--- src/rtl/rv_loader_pkg.sv ---
// rtl/rv_loader_pkg.sv - shared constants and FSM state type for the ICCM loader
package rv_loader_pkg;

  localparam int DEPTH_WORDS_DEF = 256;
  localparam int ADDR_W_DEF      = 8;
  // Width of the little-endian word-count header
  localparam int HDR_W           = 16;

  typedef enum logic [2:0] {
    ST_IDLE  = 3'd0,
    ST_HDR0  = 3'd1,
    ST_HDR1  = 3'd2,
    ST_DATA  = 3'd3,
    ST_WRITE = 3'd4,
    ST_DONE  = 3'd5,
    ST_ERR   = 3'd6
  } state_e;

endpackage

--- src/rtl/rv_word_pack.sv ---
// rtl/rv_word_pack.sv - little-endian byte-to-word assembler with lane counter
module rv_word_pack (
  input  logic        clk_i,
  input  logic        rst_ni,
  input  logic        clr_i,
  input  logic        fire_i,
  input  logic [7:0]  byte_i,
  output logic [31:0] word_o,
  output logic        word_full_o
);

  logic [31:0] data_q;
  logic [1:0]  lane_q;

  // Word as it stands once the current byte lands in its lane
  always_comb begin
    word_o = data_q;
    case (lane_q)
      2'd0:    word_o[7:0]   = byte_i;
      2'd1:    word_o[15:8]  = byte_i;
      2'd2:    word_o[23:16] = byte_i;
      default: word_o[31:24] = byte_i;
    endcase
  end

  assign word_full_o = fire_i && (lane_q == 2'd3);

  // Lane counter wraps 3->0 on its own, so a full word leaves it ready for the next
  always_ff @(posedge clk_i or negedge rst_ni) begin
    if (!rst_ni) begin
      data_q <= '0;
      lane_q <= '0;
    end else if (clr_i) begin
      data_q <= '0;
      lane_q <= '0;
    end else if (fire_i) begin
      data_q <= word_o;
      lane_q <= lane_q + 2'd1;
    end
  end

endmodule

--- src/rtl/rv_iccm_loader.sv ---
// rtl/rv_iccm_loader.sv - streams a length-prefixed image into the ICCM, then releases the core
module rv_iccm_loader
  import rv_loader_pkg::*;
#(
  parameter int DEPTH_WORDS = DEPTH_WORDS_DEF,
  parameter int ADDR_W      = ADDR_W_DEF
) (
  input  logic              clk_i,
  input  logic              rst_ni,
  input  logic              start_i,
  input  logic              byte_valid_i,
  input  logic [7:0]        byte_i,
  output logic              byte_ready_o,
  output logic              mem_en_o,
  output logic [3:0]        mem_we_o,
  output logic [ADDR_W-1:0] mem_addr_o,
  output logic [31:0]       mem_wdata_o,
  output logic              core_rst_no,
  output logic              done_o,
  output logic              err_o
);

  localparam logic [HDR_W:0] DEPTH_L = (HDR_W+1)'(DEPTH_WORDS);

  state_e             state_q, state_d;
  logic [HDR_W-1:0]   n_q, n_d;
  logic [HDR_W-1:0]   cnt_q, cnt_d;
  logic [ADDR_W-1:0]  addr_q, addr_d;
  logic [ADDR_W-1:0]  maddr_q, maddr_d;
  logic [31:0]        mwdata_q, mwdata_d;

  logic               byte_fire;
  logic               start_ok;
  logic [HDR_W-1:0]   hdr_n;
  logic [31:0]        pack_word;
  logic               pack_full;

  assign byte_ready_o = (state_q == ST_HDR0) || (state_q == ST_HDR1) || (state_q == ST_DATA);
  assign byte_fire    = byte_valid_i && byte_ready_o;
  assign start_ok     = start_i &&
                        ((state_q == ST_IDLE) || (state_q == ST_DONE) || (state_q == ST_ERR));
  assign hdr_n        = {byte_i, n_q[7:0]};

  rv_word_pack u_pack (
    .clk_i       (clk_i),
    .rst_ni      (rst_ni),
    .clr_i       (start_ok),
    .fire_i      (byte_fire && (state_q == ST_DATA)),
    .byte_i      (byte_i),
    .word_o      (pack_word),
    .word_full_o (pack_full)
  );

  // Next-state and counter update; address/data are captured on the 4th byte so they are stable for WRITE
  always_comb begin
    state_d  = state_q;
    n_d      = n_q;
    cnt_d    = cnt_q;
    addr_d   = addr_q;
    maddr_d  = maddr_q;
    mwdata_d = mwdata_q;
    case (state_q)
      ST_IDLE, ST_DONE, ST_ERR: begin
        if (start_i) begin
          state_d = ST_HDR0;
          cnt_d   = '0;
          addr_d  = '0;
        end
      end
      ST_HDR0: begin
        if (byte_fire) begin
          n_d[7:0] = byte_i;
          state_d  = ST_HDR1;
        end
      end
      ST_HDR1: begin
        if (byte_fire) begin
          n_d = hdr_n;
          if ((hdr_n == '0) || ({1'b0, hdr_n} > DEPTH_L)) begin
            state_d = ST_ERR;
          end else begin
            state_d = ST_DATA;
          end
        end
      end
      ST_DATA: begin
        if (pack_full) begin
          state_d  = ST_WRITE;
          maddr_d  = addr_q;
          mwdata_d = pack_word;
        end
      end
      ST_WRITE: begin
        addr_d  = addr_q + ADDR_W'(1);
        cnt_d   = cnt_q + 16'd1;
        state_d = ((cnt_q + 16'd1) == n_q) ? ST_DONE : ST_DATA;
      end
      default: state_d = ST_IDLE;
    endcase
  end

  // State and counter registers
  always_ff @(posedge clk_i or negedge rst_ni) begin
    if (!rst_ni) begin
      state_q  <= ST_IDLE;
      n_q      <= '0;
      cnt_q    <= '0;
      addr_q   <= '0;
      maddr_q  <= '0;
      mwdata_q <= '0;
    end else begin
      state_q  <= state_d;
      n_q      <= n_d;
      cnt_q    <= cnt_d;
      addr_q   <= addr_d;
      maddr_q  <= maddr_d;
      mwdata_q <= mwdata_d;
    end
  end

  assign mem_en_o    = (state_q == ST_WRITE);
  assign mem_we_o    = {4{state_q == ST_WRITE}};
  assign mem_addr_o  = maddr_q;
  assign mem_wdata_o = mwdata_q;
  assign core_rst_no = (state_q == ST_DONE);
  assign done_o      = (state_q == ST_DONE);
  assign err_o       = (state_q == ST_ERR);

endmodule

--- config.mk ---
export PLATFORM = sky130hd
export DESIGN_NAME = rv_iccm_loader
export DESIGN_NICKNAME = d
export VERILOG_FILES = /design/src/rtl/rv_loader_pkg.sv /design/src/rtl/rv_word_pack.sv /design/src/rtl/rv_iccm_loader.sv
export SDC_FILE = /design/constraint.sdc
export NUM_CORES = 1
export LEC_CHECK = 0
export CORE_MARGIN = 2
export CORE_UTILIZATION = 48
export DETAILED_ROUTE_END_ITERATION = 10
export PLACE_DENSITY = 0.69
export SYNTH_ARGS = -nofsm -noshare
export SYNTH_HDL_FRONTEND = slang
export SYNTH_SLANG_ARGS = --single-unit
--- constraint.sdc ---
create_clock -name clk_i -period 2.3 [get_ports clk_i]
set_clock_uncertainty 0.1 [all_clocks]
set_input_delay 0.46 -clock clk_i [delete_from_list [all_inputs] [get_ports clk_i]]
set_output_delay 0.46 -clock clk_i [all_outputs]
set_load 0.05 [all_outputs]
==> impl_metrics.py <==
metrics = {
    "pwr": {
        "power_density_mw_per_mm2": 1180,
        "peakVddDrop_mv": 0.811,
        "p_leak_nw": 3.22,
        "total_power_mw": 8.81,
    },
    "grt": {
        "grt_pass1_wl_um": 23100,
        "grt.met2_usage_pct": 36.1,
        "first_global_vias": 4745,
        "use_met1_pct": 28.9,
        "grt_max_degree": 52,
        "met3_usage_pct": 6.69,
        "overflow": 0,
        "grt_busiest_layer": "met2",
        "grt.total_usage_pct": 22.5,
        "antenna_found_initial": 0,
    },
    "drt": {
        "wl_um": 13900,
        "dr.first_iter.drc_count": 286,
        "dr_total_vias": 4647,
        "dr.pass1.iters": 5,
        "drcViolationCount": 0,
        "post_drt_wl_per_cell_um": 16.4,
        "final_antenna_net_count": 0,
        "vias_per_cell": 5.49,
    },
    "critical_path": {
        "path_cells": "clkdlybuf4s50_1",
        "slowest_delay_ps": 830,
        "required_ps": 1740,
        "end_kind": "output pin",
        "cp_num_buf_inv": 1,
        "critPathLaunchType": "flip-flop",
        "slowest_stage": "clkdlybuf4s50_1",
        "crit_family": "buffers and inverters",
        "crit_type": "reg -> out",
        "crit_fanout": 2,
        "cp.arrival_ps": 1660,
    },
    "synth": {
        "synth_area_mm2": 0.00593,
        "synthesis.instances": 602,
        "ys_seq_area_share_pct": 49.3,
        "synth_cell_types": 52,
        "async_flop_share_pct": 100,
        "synth_edf_count": 0,
        "synth_ff_type": "dfrtp_1",
        "ys_ff_latch": 117,
        "yosys_warnings": 0,
        "syn_nets": 621,
        "yosys-top-cells-area": "dfrtp_1 49%, a21oi_1 6.1%, mux2i_1 5.7%",
        "synth_top_cell_by_area": "dfrtp_1",
        "syn_area_per_cell_um2": 9.86,
        "synth_top_area_share_pct": 49.3,
    },
    "sta": {
        "slew_headroom_pct": 49.8,
        "worst_pin_slew_ps": 752,
        "worst_slack_ps": 81.4,
        "grt_setup_unrepaired": "no",
        "finalSetupTns_ps": 0,
        "period_share_pct": 96.5,
        "timing.fmax_ghz": 0.451,
        "finalSetupViolCount": 0,
        "hold_violations": 0,
        "fin_crit_ps": 2220,
        "slew_viol_final": 0,
    },
    "clock_tree": {
        "cts_tree": "done",
        "clock_latency_ps": 420,
        "clock_path_buffers": 2,
        "cts_setup_buffers": 0,
        "root_buffer": "clkbuf_16",
        "htree_num_levels": 4,
        "clkTransAtPathRegs_ps": 60,
        "cts_inserted_buffers": 17,
        "cts_sinks": 117,
    },
    "floorplanning": {
        "die_h_um": 115,
        "io_pins": 61,
        "num_rows": 40,
        "dieArea_mm2": 0.0133,
        "start_util_pct": 49.2,
        "chipWidth_um": 115,
        "core_area_mm2": 0.0121,
    },
    "min_path": {
        "hp-class": "reg -> reg",
    },
    "run": {
        "maxCapViolCount": 0,
    },
    "placed_design": {
        "placed_area_mm2": 0.00688,
        "hpwl_um": 9140,
        "gp_congestion": 0.861,
        "port_buffers": 60,
        "dp_slack_ps": -272,
    },
    "finish": {
        "num-nets-final": 685,
        "antenna-diode-count": 0,
        "area_delta_synth_final_pct": 26.0,
        "layout-drive-gt1-share_pct": 18.1,
        "finalInstanceArea_mm2": 0.00748,
    },
    "run_status": {
        "outcome": "completed",
    },
}
stage by stage:
stage	util, %	std cells	hold slack, ps
6_report	62.0	847	395
3_5_place_dp	57.0	814	329
5_1_grt	62.0	847	434
4_1_cts	61.9	847	404
2_1_floorplan	-	602	64.4
3_3_place_gp	57.0	814	329
flip-flops by register name (all words and copies together), names as in the netlist:
register / flops
cnt_q: 16
mem_wdata_o: 32
u_pack.lane_q: 2
n_q: 16
u_pack.data_q: 32
mem_addr_o: 8
addr_q: 8
state_q: 3
cells in the mapped netlist, drive strengths merged (7+ instances only):
cell type,instances
dfrtp,117
a21oi,72
nand2,64
nor2,55
nand3,40
o21ai,37
mux2i,34
buf,31
mux2,25
clkbuf,21
xnor2,18
nand4,11
inv,9
xor2,9
nor3,8
ha,7
cells in the final DEF, fill, tap and decap left out, types with 2 or more instances in the layout:
cell type	count
a21oi_1	72
a2bb2oi_1	2
a31oi_1	4
and3_1	3
and4_1	3
buf_12	14
buf_4	32
clkbuf_16	17
clkbuf_8	5
clkdlybuf4s50_1	50
clkinv_2	2
clkinv_4	3
clkinvlp_4	2
dfrtp_1	116
ha_1	7
inv_1	9
inv_6	2
mux2_2	25
mux2i_1	34
nand2_1	64
nand3_1	38
nand4_1	9
nor2_1	52
nor2_2	3
nor3_1	4
nor3_2	3
nor4_1	3
o21ai_0	37
o22ai_1	2
o31ai_1	6
xnor2_1	18
xor2_1	9
path summary, 6_finish.rpt:
kind,start,end,slack (ps),cells after the start
worst max-delay path,mem_wdata_o[4],mem_wdata_o[4],80,1
worst min-delay path,addr_q[7],addr_q[7],400,1
worst max register to register,cnt_q[0],state_q[2],200,8
worst min register to register,addr_q[7],addr_q[7],400,1
max in group asynchronous,rst_ni,u_pack.data_q[2],1040,3
min in group asynchronous,rst_ni,state_q[2],420,2
cell families after synthesis:
logic type / Yosys count / share of synthesized area [%]
flip-flops: 117 / 49.3
AND/OR/NAND/NOR: 195 / 16.1
multiplexers: 59 / 10.5
buffers and inverters: 61 / 5.52
AO/OA/AOI/OAI: 135 / 12.7
adder cells (fa/ha/maj): 7 / 1.48
XOR/XNOR: 28 / 4.39
area by class of cell:
cell class,count,area (um2)
Fill cell,998,4580
Inverter,9,33.8
Clock inverter,9,68.8
Clock buffer,23,498
Tap cell,168,210
Timing Repair Buffer,97,1030
Sequential cell,117,2930
Multi-Input combinational cell,424,2710
routing by layer:
metal,vias to the layer above,share of wire (%)
met1,2290,45
met4,0,1.9
met2,113,48
li1,2224,-
met5,-,0
met3,20,4.7
power by group:
group	leakage, nW	switching, mW	internal (mW)
combinational	1.36	2.03	1.43
clock	0.276	0.963	1.52
sequential	1.59	0.363	2.50
what timing repair did:
action | in CTS | in global routing
hold endpoints to repair | 28 | 0
hold buffers | 1 | 0
gates resized for setup | 2 | 5
setup endpoints to repair | 22 | 7
Note: power is estimated with default switching activity, not from simulation.
